<file path="src/rtl/sequential_divider_pkg.sv">
// rtl/sequential_divider_pkg.sv - shared state encoding and sizing helper for the divider
package sequential_divider_pkg;

  typedef enum logic [1:0] {
    IDLE = 2'd0,
    RUN  = 2'd1,
    DONE = 2'd2
  } state_t;

  function automatic int cnt_width(input int width);
    return $clog2(width + 1);
  endfunction

endpackage

</file>
<file path="src/rtl/div_step.sv">
// rtl/div_step.sv - one restoring-division iteration: shift, trial subtract, restore or keep
module div_step #(
  parameter int WIDTH = 32
) (
  input  logic [WIDTH-1:0] rem,
  input  logic [WIDTH-1:0] quo,
  input  logic [WIDTH-1:0] dvs,
  output logic [WIDTH-1:0] rem_nxt,
  output logic [WIDTH-1:0] quo_nxt
);

  logic [WIDTH:0] r_sh;
  logic [WIDTH:0] trial;

  // The extra bit absorbs the shifted-out MSB so divisors with MSB=1 work;
  // trial[WIDTH] set means the trial subtraction borrowed.
  assign r_sh    = {rem, quo[WIDTH-1]};
  assign trial   = r_sh - {1'b0, dvs};
  assign rem_nxt = trial[WIDTH] ? r_sh[WIDTH-1:0] : trial[WIDTH-1:0];
  assign quo_nxt = {quo[WIDTH-2:0], ~trial[WIDTH]};

endmodule

</file>
<file path="src/rtl/flopenr.sv">
// rtl/flopenr.sv - enabled register with asynchronous active-low reset
module flopenr #(
  parameter int WIDTH = 8
) (
  input  logic             clk,
  input  logic             reset,
  input  logic             en,
  input  logic [WIDTH-1:0] d,
  output logic [WIDTH-1:0] q
);

  always_ff @(posedge clk or negedge reset) begin
    if (!reset) q <= '0;
    else if (en) q <= d;
  end

endmodule

</file>
<file path="src/rtl/sequential_divider.sv">
// rtl/sequential_divider.sv - iterative radix-2 restoring unsigned divider, start/done handshake
module sequential_divider
  import sequential_divider_pkg::*;
#(
  parameter int WIDTH = 32
) (
  input  logic             clk,
  input  logic             reset,
  input  logic             en,
  input  logic             start,
  input  logic [WIDTH-1:0] dividend,
  input  logic [WIDTH-1:0] divisor,
  output logic [WIDTH-1:0] quotient,
  output logic [WIDTH-1:0] remainder,
  output logic             busy,
  output logic             done,
  output logic             div_by_zero
);

  localparam int CW = cnt_width(WIDTH);

  state_t          state;
  logic [CW-1:0]   count;
  logic [WIDTH-1:0] dvs_q;
  logic [WIDTH-1:0] rem_nxt;
  logic [WIDTH-1:0] quo_nxt;
  logic            accept;
  logic            dvs_zero;

  assign accept   = en && start && (state == IDLE || state == DONE);
  assign dvs_zero = (divisor == '0);

  flopenr #(.WIDTH(WIDTH)) u_dvs_reg (
    .clk   (clk),
    .reset (reset),
    .en    (accept && !dvs_zero),
    .d     (divisor),
    .q     (dvs_q)
  );

  div_step #(.WIDTH(WIDTH)) u_step (
    .rem     (remainder),
    .quo     (quotient),
    .dvs     (dvs_q),
    .rem_nxt (rem_nxt),
    .quo_nxt (quo_nxt)
  );

  always_ff @(posedge clk or negedge reset) begin
    if (!reset) begin
      state       <= IDLE;
      count       <= '0;
      quotient    <= '0;
      remainder   <= '0;
      busy        <= 1'b0;
      done        <= 1'b0;
      div_by_zero <= 1'b0;
    end else if (en) begin
      case (state)
        IDLE, DONE: begin
          if (start && !dvs_zero) begin
            quotient    <= dividend;
            remainder   <= '0;
            count       <= CW'(WIDTH);
            div_by_zero <= 1'b0;
            state       <= RUN;
            busy        <= 1'b1;
            done        <= 1'b0;
          end else if (start) begin
            quotient    <= '1;
            remainder   <= dividend;
            div_by_zero <= 1'b1;
            state       <= DONE;
            busy        <= 1'b0;
            done        <= 1'b1;
          end else begin
            // results and div_by_zero deliberately hold after done drops
            state <= IDLE;
            busy  <= 1'b0;
            done  <= 1'b0;
          end
        end
        RUN: begin
          quotient  <= quo_nxt;
          remainder <= rem_nxt;
          count     <= count - CW'(1);
          if (count == CW'(1)) begin
            state <= DONE;
            busy  <= 1'b0;
            done  <= 1'b1;
          end
        end
        default: begin
          state <= IDLE;
          busy  <= 1'b0;
          done  <= 1'b0;
        end
      endcase
    end
  end

endmodule

</file>
<file path="config.mk">
export PLATFORM = sky130hd
export DESIGN_NAME = sequential_divider
export DESIGN_NICKNAME = d
export VERILOG_FILES = /design/src/rtl/sequential_divider_pkg.sv /design/src/rtl/div_step.sv /design/src/rtl/flopenr.sv /design/src/rtl/sequential_divider.sv
export SDC_FILE = /design/constraint.sdc
export NUM_CORES = 1
export LEC_CHECK = 0
export BUFFER_PORTS_ARGS = -buffer_cell sky130_fd_sc_hd__buf_4
export CAP_MARGIN = 15
export CORE_ASPECT_RATIO = 0.6
export CORE_MARGIN = 2
export CORE_UTILIZATION = 61
export DETAILED_ROUTE_END_ITERATION = 16
export GPL_TIMING_DRIVEN = 1
export PLACE_DENSITY = 0.86
export SKIP_CTS_REPAIR_TIMING = 1
export SLEW_MARGIN = 20
export SYNTH_ARGS = -nofsm -noshare
export SYNTH_HDL_FRONTEND = slang
export SYNTH_SLANG_ARGS = --single-unit
</file>
<file path="constraint.sdc">
create_clock -name clk -period 4.5 [get_ports clk]
set_input_delay 0.45 -clock clk [delete_from_list [all_inputs] [get_ports clk]]
set_output_delay 0.45 -clock clk [all_outputs]
set_load 0.02 [all_outputs]
</file>
# ---- Word-level counts from Yosys, hierarchy flattened
# Cells that the tools add are included.
# W data, S select, Z words.
dict set report totals {
  ff_bits 107
  inputBits 68
  out_inout_bits 67
  word_cells 54
}
dict set report op_classes {
  n_addsub 2
  n_eq_ne 6
  muxes 22
  n_bitwise 1
  n_reduce_logical 15
}
# op n
set ops {}
lappend ops {{$mux W32} 5}
lappend ops {{$pmux W32 S2} 2}
lappend ops {{$sub A33 B32 Y33} 1}
lappend ops {{$logic_not A32 Y1} 1}
lappend ops {{$pmux W6 S2} 1}
lappend ops {{$reduce_and A3 Y1} 3}
lappend ops {{$mux W1} 7}
lappend ops {{$eq A6 B1 Y1 const B} 1}
lappend ops {{$mux W2} 3}
lappend ops {{$mux W6} 1}
lappend ops {{$sub A6 B1 Y6 const B} 1}
lappend ops {{$logic_and A1 B1 Y1} 4}
lappend ops {{$ne A2 B2 Y1 const B} 2}
lappend ops {{$pmux W1 S2} 2}
lappend ops {{$pmux W2 S2} 1}
lappend ops {{$reduce_bool A2 Y1} 2}
lappend ops {{$ne A3 B3 Y1 const B} 1}
lappend ops {{$eq A2 B1 Y1 const B} 1}
lappend ops {{$eq A2 B2 Y1 const B} 1}
lappend ops {{$logic_not A2 Y1} 1}
lappend ops {{$reduce_and A2 Y1} 1}
lappend ops {{$reduce_or A2 Y1} 1}
lappend ops {{$logic_not A1 Y1} 1}
lappend ops {{$logic_or A1 B1 Y1} 1}
lappend ops {{$not A1 Y1} 1}

# ---- Depth between registers and ports, before layout
dict set report logic_depth {
  ltp_word 5
  depth_mapped 14
  ltp_nobuf 12
}

# ---- Modules after synthesis
# A second synthesis with hierarchy kept.
dict set report unflattened {
  cells_unflattened 785
  area_unflattened_um2 7503.4
}
# module instances cells_each area_each_um2 seq_area_each_um2
set by_module_without_submodules {}
lappend by_module_without_submodules {sequential_divider 1 381 3567.2 1851.8}
lappend by_module_without_submodules {div_step 1 336 2591.2 0.0}
lappend by_module_without_submodules {flopenr 1 68 1345.0 800.8}

# ---- Least setup slack after synthesis
# OpenSTA, ideal clock, no wires.
dict set report synth_timing {
  path_type {reg-to-reg}
  from {register quotient[31]}
  to {register remainder[26]}
  setup_time_ns 0.133
  arrival_ns 2.963
  required_ns 4.367
  path_slack_ns 1.404
  stages_incl_launch_ff 15
  n_path_buf 2
  synth_period_minus_slack_ns 3.096
  path_cell_list {dfrtp_1 > inv_1 > ha_1 > fa_1 > nand2b_1 > a21oi_1 > a2111o_1 > a21oi_2 > a2111oi_4 > o31a_1 > buf_4 > nor2_4 > buf_6 > o31ai_1 > a31oi_1}
}
dict set report synth_between {
  elab_chain_cells 3
}
# item line_no
set synth_lines {}
lappend synth_lines {{start: declaration} sequential_divider.sv:13} ;# output logic [WIDTH-1:0] quotient,
lappend synth_lines {{start signal: assignment} sequential_divider.sv:62} ;# quotient <= dividend;
lappend synth_lines {{start signal: assignment} sequential_divider.sv:84} ;# quotient <= quo_nxt;
lappend synth_lines {{$sub A33 B32 Y33} div_step.sv:18} ;# assign trial = r_sh - {1'b0, dvs};
lappend synth_lines {{$mux W32} div_step.sv:19} ;# assign rem_nxt = trial[WIDTH] ? r_sh[WIDTH-1:0] : trial[WIDTH-1:0];
lappend synth_lines {{$pmux W32 S2} sequential_divider.sv:59} ;# case (state)
lappend synth_lines {{end signal: assignment} sequential_divider.sv:71} ;# remainder <= dividend;
lappend synth_lines {{end signal: assignment} sequential_divider.sv:85} ;# remainder <= rem_nxt;
lappend synth_lines {{end: declaration} sequential_divider.sv:14} ;# output logic [WIDTH-1:0] remainder,
# Every way passes these cells.
# A chain may end at the register's enable or synchronous reset.

# ---- Worst setup path in the final report
dict set report layout_timing {
  from {register remainder[24]}
  to {register remainder[7]}
}
dict set report layout_between {
  elab_chain_cells 3
}
# item line_no
set layout_lines {}
lappend layout_lines {{$sub A33 B32 Y33} div_step.sv:18}
lappend layout_lines {{$mux W32} div_step.sv:19}
lappend layout_lines {{$pmux W32 S2} sequential_divider.sv:59}
# Every way passes these cells.

==> results.toml <==
[worst_setup_path]
worstPathArrival_ps = 3910
path_class = "flop to flop"
required_ps = 4740
crit_fanout = 23
startpoint_type = "flop"
end_kind = "flop"

[sta]
period_minus_slack_ps = 3668
setup_viol = 0
clock.fmax_mhz = 272.6
fin_crit_sh_pct = 81.51
hold_violations = 0
fin_skew_ps = 13.57
relSlewSlack_pct = 24.78
rsz0062_at_grt = "no"
fin_tns_setup_ps = 0
maxSlewViolCount = 0
worst_pin_slew_ps = 1124

[die]
coreArea_um2 = 11220
dieArea_um2 = 12350
start_util_pct = 62.23
io_pins = 135
core.rowCount = 30
die-width_um = 142.1
die_y_um = 86.89

[synth]
yosysMostFrequentCell = "dfrtp_1"
ys_ff_latch = 106
synth_cells = 795
avgSynthCellArea_um2 = 8.785
yosysSeqAreaShare_pct = 37.98
synth-edff-count = 0
async_flop_share_pct = 100.0
synth.distinct_cells = 63
synthXorXnorAreaFrac_pct = 3.762
synth_area_leader_cell = "dfrtp_1"
yosys_warnings = 0
synthFlopType = "dfrtp_1"
synth_area_leaders = "dfrtp_1, ha_1, mux2_2"
synth_nets = 898
synth.cell_area_um2 = 6984
synth_top_area_share_pct = 37.98
synth-compound-area-share_pct = 21.14
synthSimpleGateAreaFrac_pct = 18.63
synthMuxAreaShare_pct = 7.058
synthAdderAreaFrac_pct = 6.378
synth_top_family_by_area = "compound AO/OA/AOI/OAI gates"
yosys-top-cells-count = "dfrtp_1, nand2_1, a21oi_1"

[place]
post-dp-hpwl_um = 15710
place_congestion = 0.9309
dpl_cell_area_um2 = 8050
portBuffers = 134

[run_status]
status = "completed"

[finish]
syn_to_final_growth_pct = 19.63
drive_above_1_share_pct = 22.82
final_area_um2 = 8356
n_fill_cell = 840
fin_nets = 1005

[clock_tree]
clock_path_buffers = 2
cts_tree = "built"
clkTransAtPathRegs_ps = 90
htreeDepth = 3
root_buffer = "clkbuf_16"
clkSinkCount = 106
clk_latency_ps = 360
cts_buffers = 9

[route]
dr.pass1.iters = 5
routed_wl_um = 20920
wl_per_cell_um = 19.87
vias = 6712
drcViolationCount = 0
postRouteAntennaNets = 0
drt_iter0_markers = 601
viasPerCell = 6.374

[grt]
grt_pass1_wl_um = 33230
grt_usage_pct = 34.27
antenna_found_initial = 2
grt_pass1_vias = 6338
grt_max_degree = 94
overflow = 0

[power]
powerDensity_nw_per_um2 = 949.7
peakVddDrop_mv = 0.5767
leakagePower_uw = 0.003939

[worst_hold_path]
hold_class = "input pin to async pin"

[flow_run]
cap_violations = 0
## where the power goes
part / internal [uW] / leakage [uW] / switching, uW / total (uW)
clock network: 399 / 0.000145 / 419 / 818
registers: 1410 / 0.00128 / 472 / 1880
logic: 2110 / 0.00252 / 3130 / 5240
total: 3920 / 0.00394 / 4020 / 7930
## kinds of logic after synthesis
group / count (synthesis)
fa+ha+maj: 35
buf+inv: 86
mux: 45
xor+xnor: 30
compound gates: 226
flops: 106
simple gates: 267
## stage by stage
step	hold WS [ps]	total power (uW)	std cells	util, %	worst slack, ps
2_1_floorplan	154.4	5533	795	-	1404
3_3_place_gp	465.1	6929	1035	71.73	1050
3_5_place_dp	464.1	7034	1035	71.73	903.8
4_1_cts	293.4	7871	1051	74.40	844.6
5_1_grt	312.6	8486	1051	74.40	548.1
6_report	262.7	7935	1053	74.45	832.1
## worst paths after layout
path                                            from                         end  slack (ps)  cells past startpoint
max                        remainder[24]$_DFFE_PN0P_    remainder[7]$_DFFE_PN0P_         830                     10
min                                            reset  u_dvs_reg.q[9]$_DFFE_PN0P_         260                      1
max reg2reg                remainder[24]$_DFFE_PN0P_    remainder[7]$_DFFE_PN0P_         830                     10
min reg2reg                         busy$_DFFE_PN0P_            busy$_DFFE_PN0P_         480                      2
max in group asynchronous                      reset   remainder[27]$_DFFE_PN0P_        3220                      2
min in group clk                                  en            done$_DFFE_PN0P_         300                      2
## area by class of cell
| cell class | instances | area (um2) | share of cell area (%) |
|---|---|---|---|
| sequential | 106 | 2653 | 31.75 |
| timing repair buffer | 142 | 1066 | 12.76 |
| clock inverter | 7 | 75.07 | 0.8985 |
| tap | 144 | 180.2 | 2.156 |
| clock buffer | 9 | 225.2 | 2.695 |
| inverter | 40 | 150.1 | 1.797 |
| multi-input combinational | 603 | 4001 | 47.89 |
| antenna | 2 | 5.005 | 0.05990 |
## layout by cell type (no fill, tap or decap), types with 11 or more instances in the layout
cell type  netlist  layout
ha_1            34      34
nand4_1         11      11
mux2i_1         11      11
nand2_1         76      76
inv_1           39      39
nor4_1          12      12
xor2_1          11      11
buf_4            2     142
dfrtp_1        106     106
a21oi_1         73      73
and3_1          15      15
mux2_2          34      34
a21o_1          13      13
o21ai_1         20      18
a31oi_1         11      11
nor2_1          66      66
o21ai_0         19      19
nor3_1          44      44
xnor2_1         19      19
o31ai_1         33      33
## worst max-delay path: stages (launching register included)
cell	delay, ps
dfrtp_1	430
ha_1	400
a211oi_1	330
o21bai_1	190
a21o_1	220
a211oi_2	220
o21bai_1	190
o31a_1	480
nor2_4	600
o211ai_1	190
mux2_2	290
## flip-flops by register name, summed over array words and instances, names as in the netlist
name and cells:
state 1, count 6, done 1, busy 1, remainder 32, u_dvs_reg.q 32, quotient 32, div_by_zero 1
## per-layer routing
layer	track usage [%]	up-vias	share of wire [%]
li1	-	3110	-
met1	49.44	3208	44
met2	53.58	358	45
met3	7.257	36	8.9
met4	7.545	0	1.6
met5	0	-	0
No activity file was read; power rests on OpenSTA's default activity.
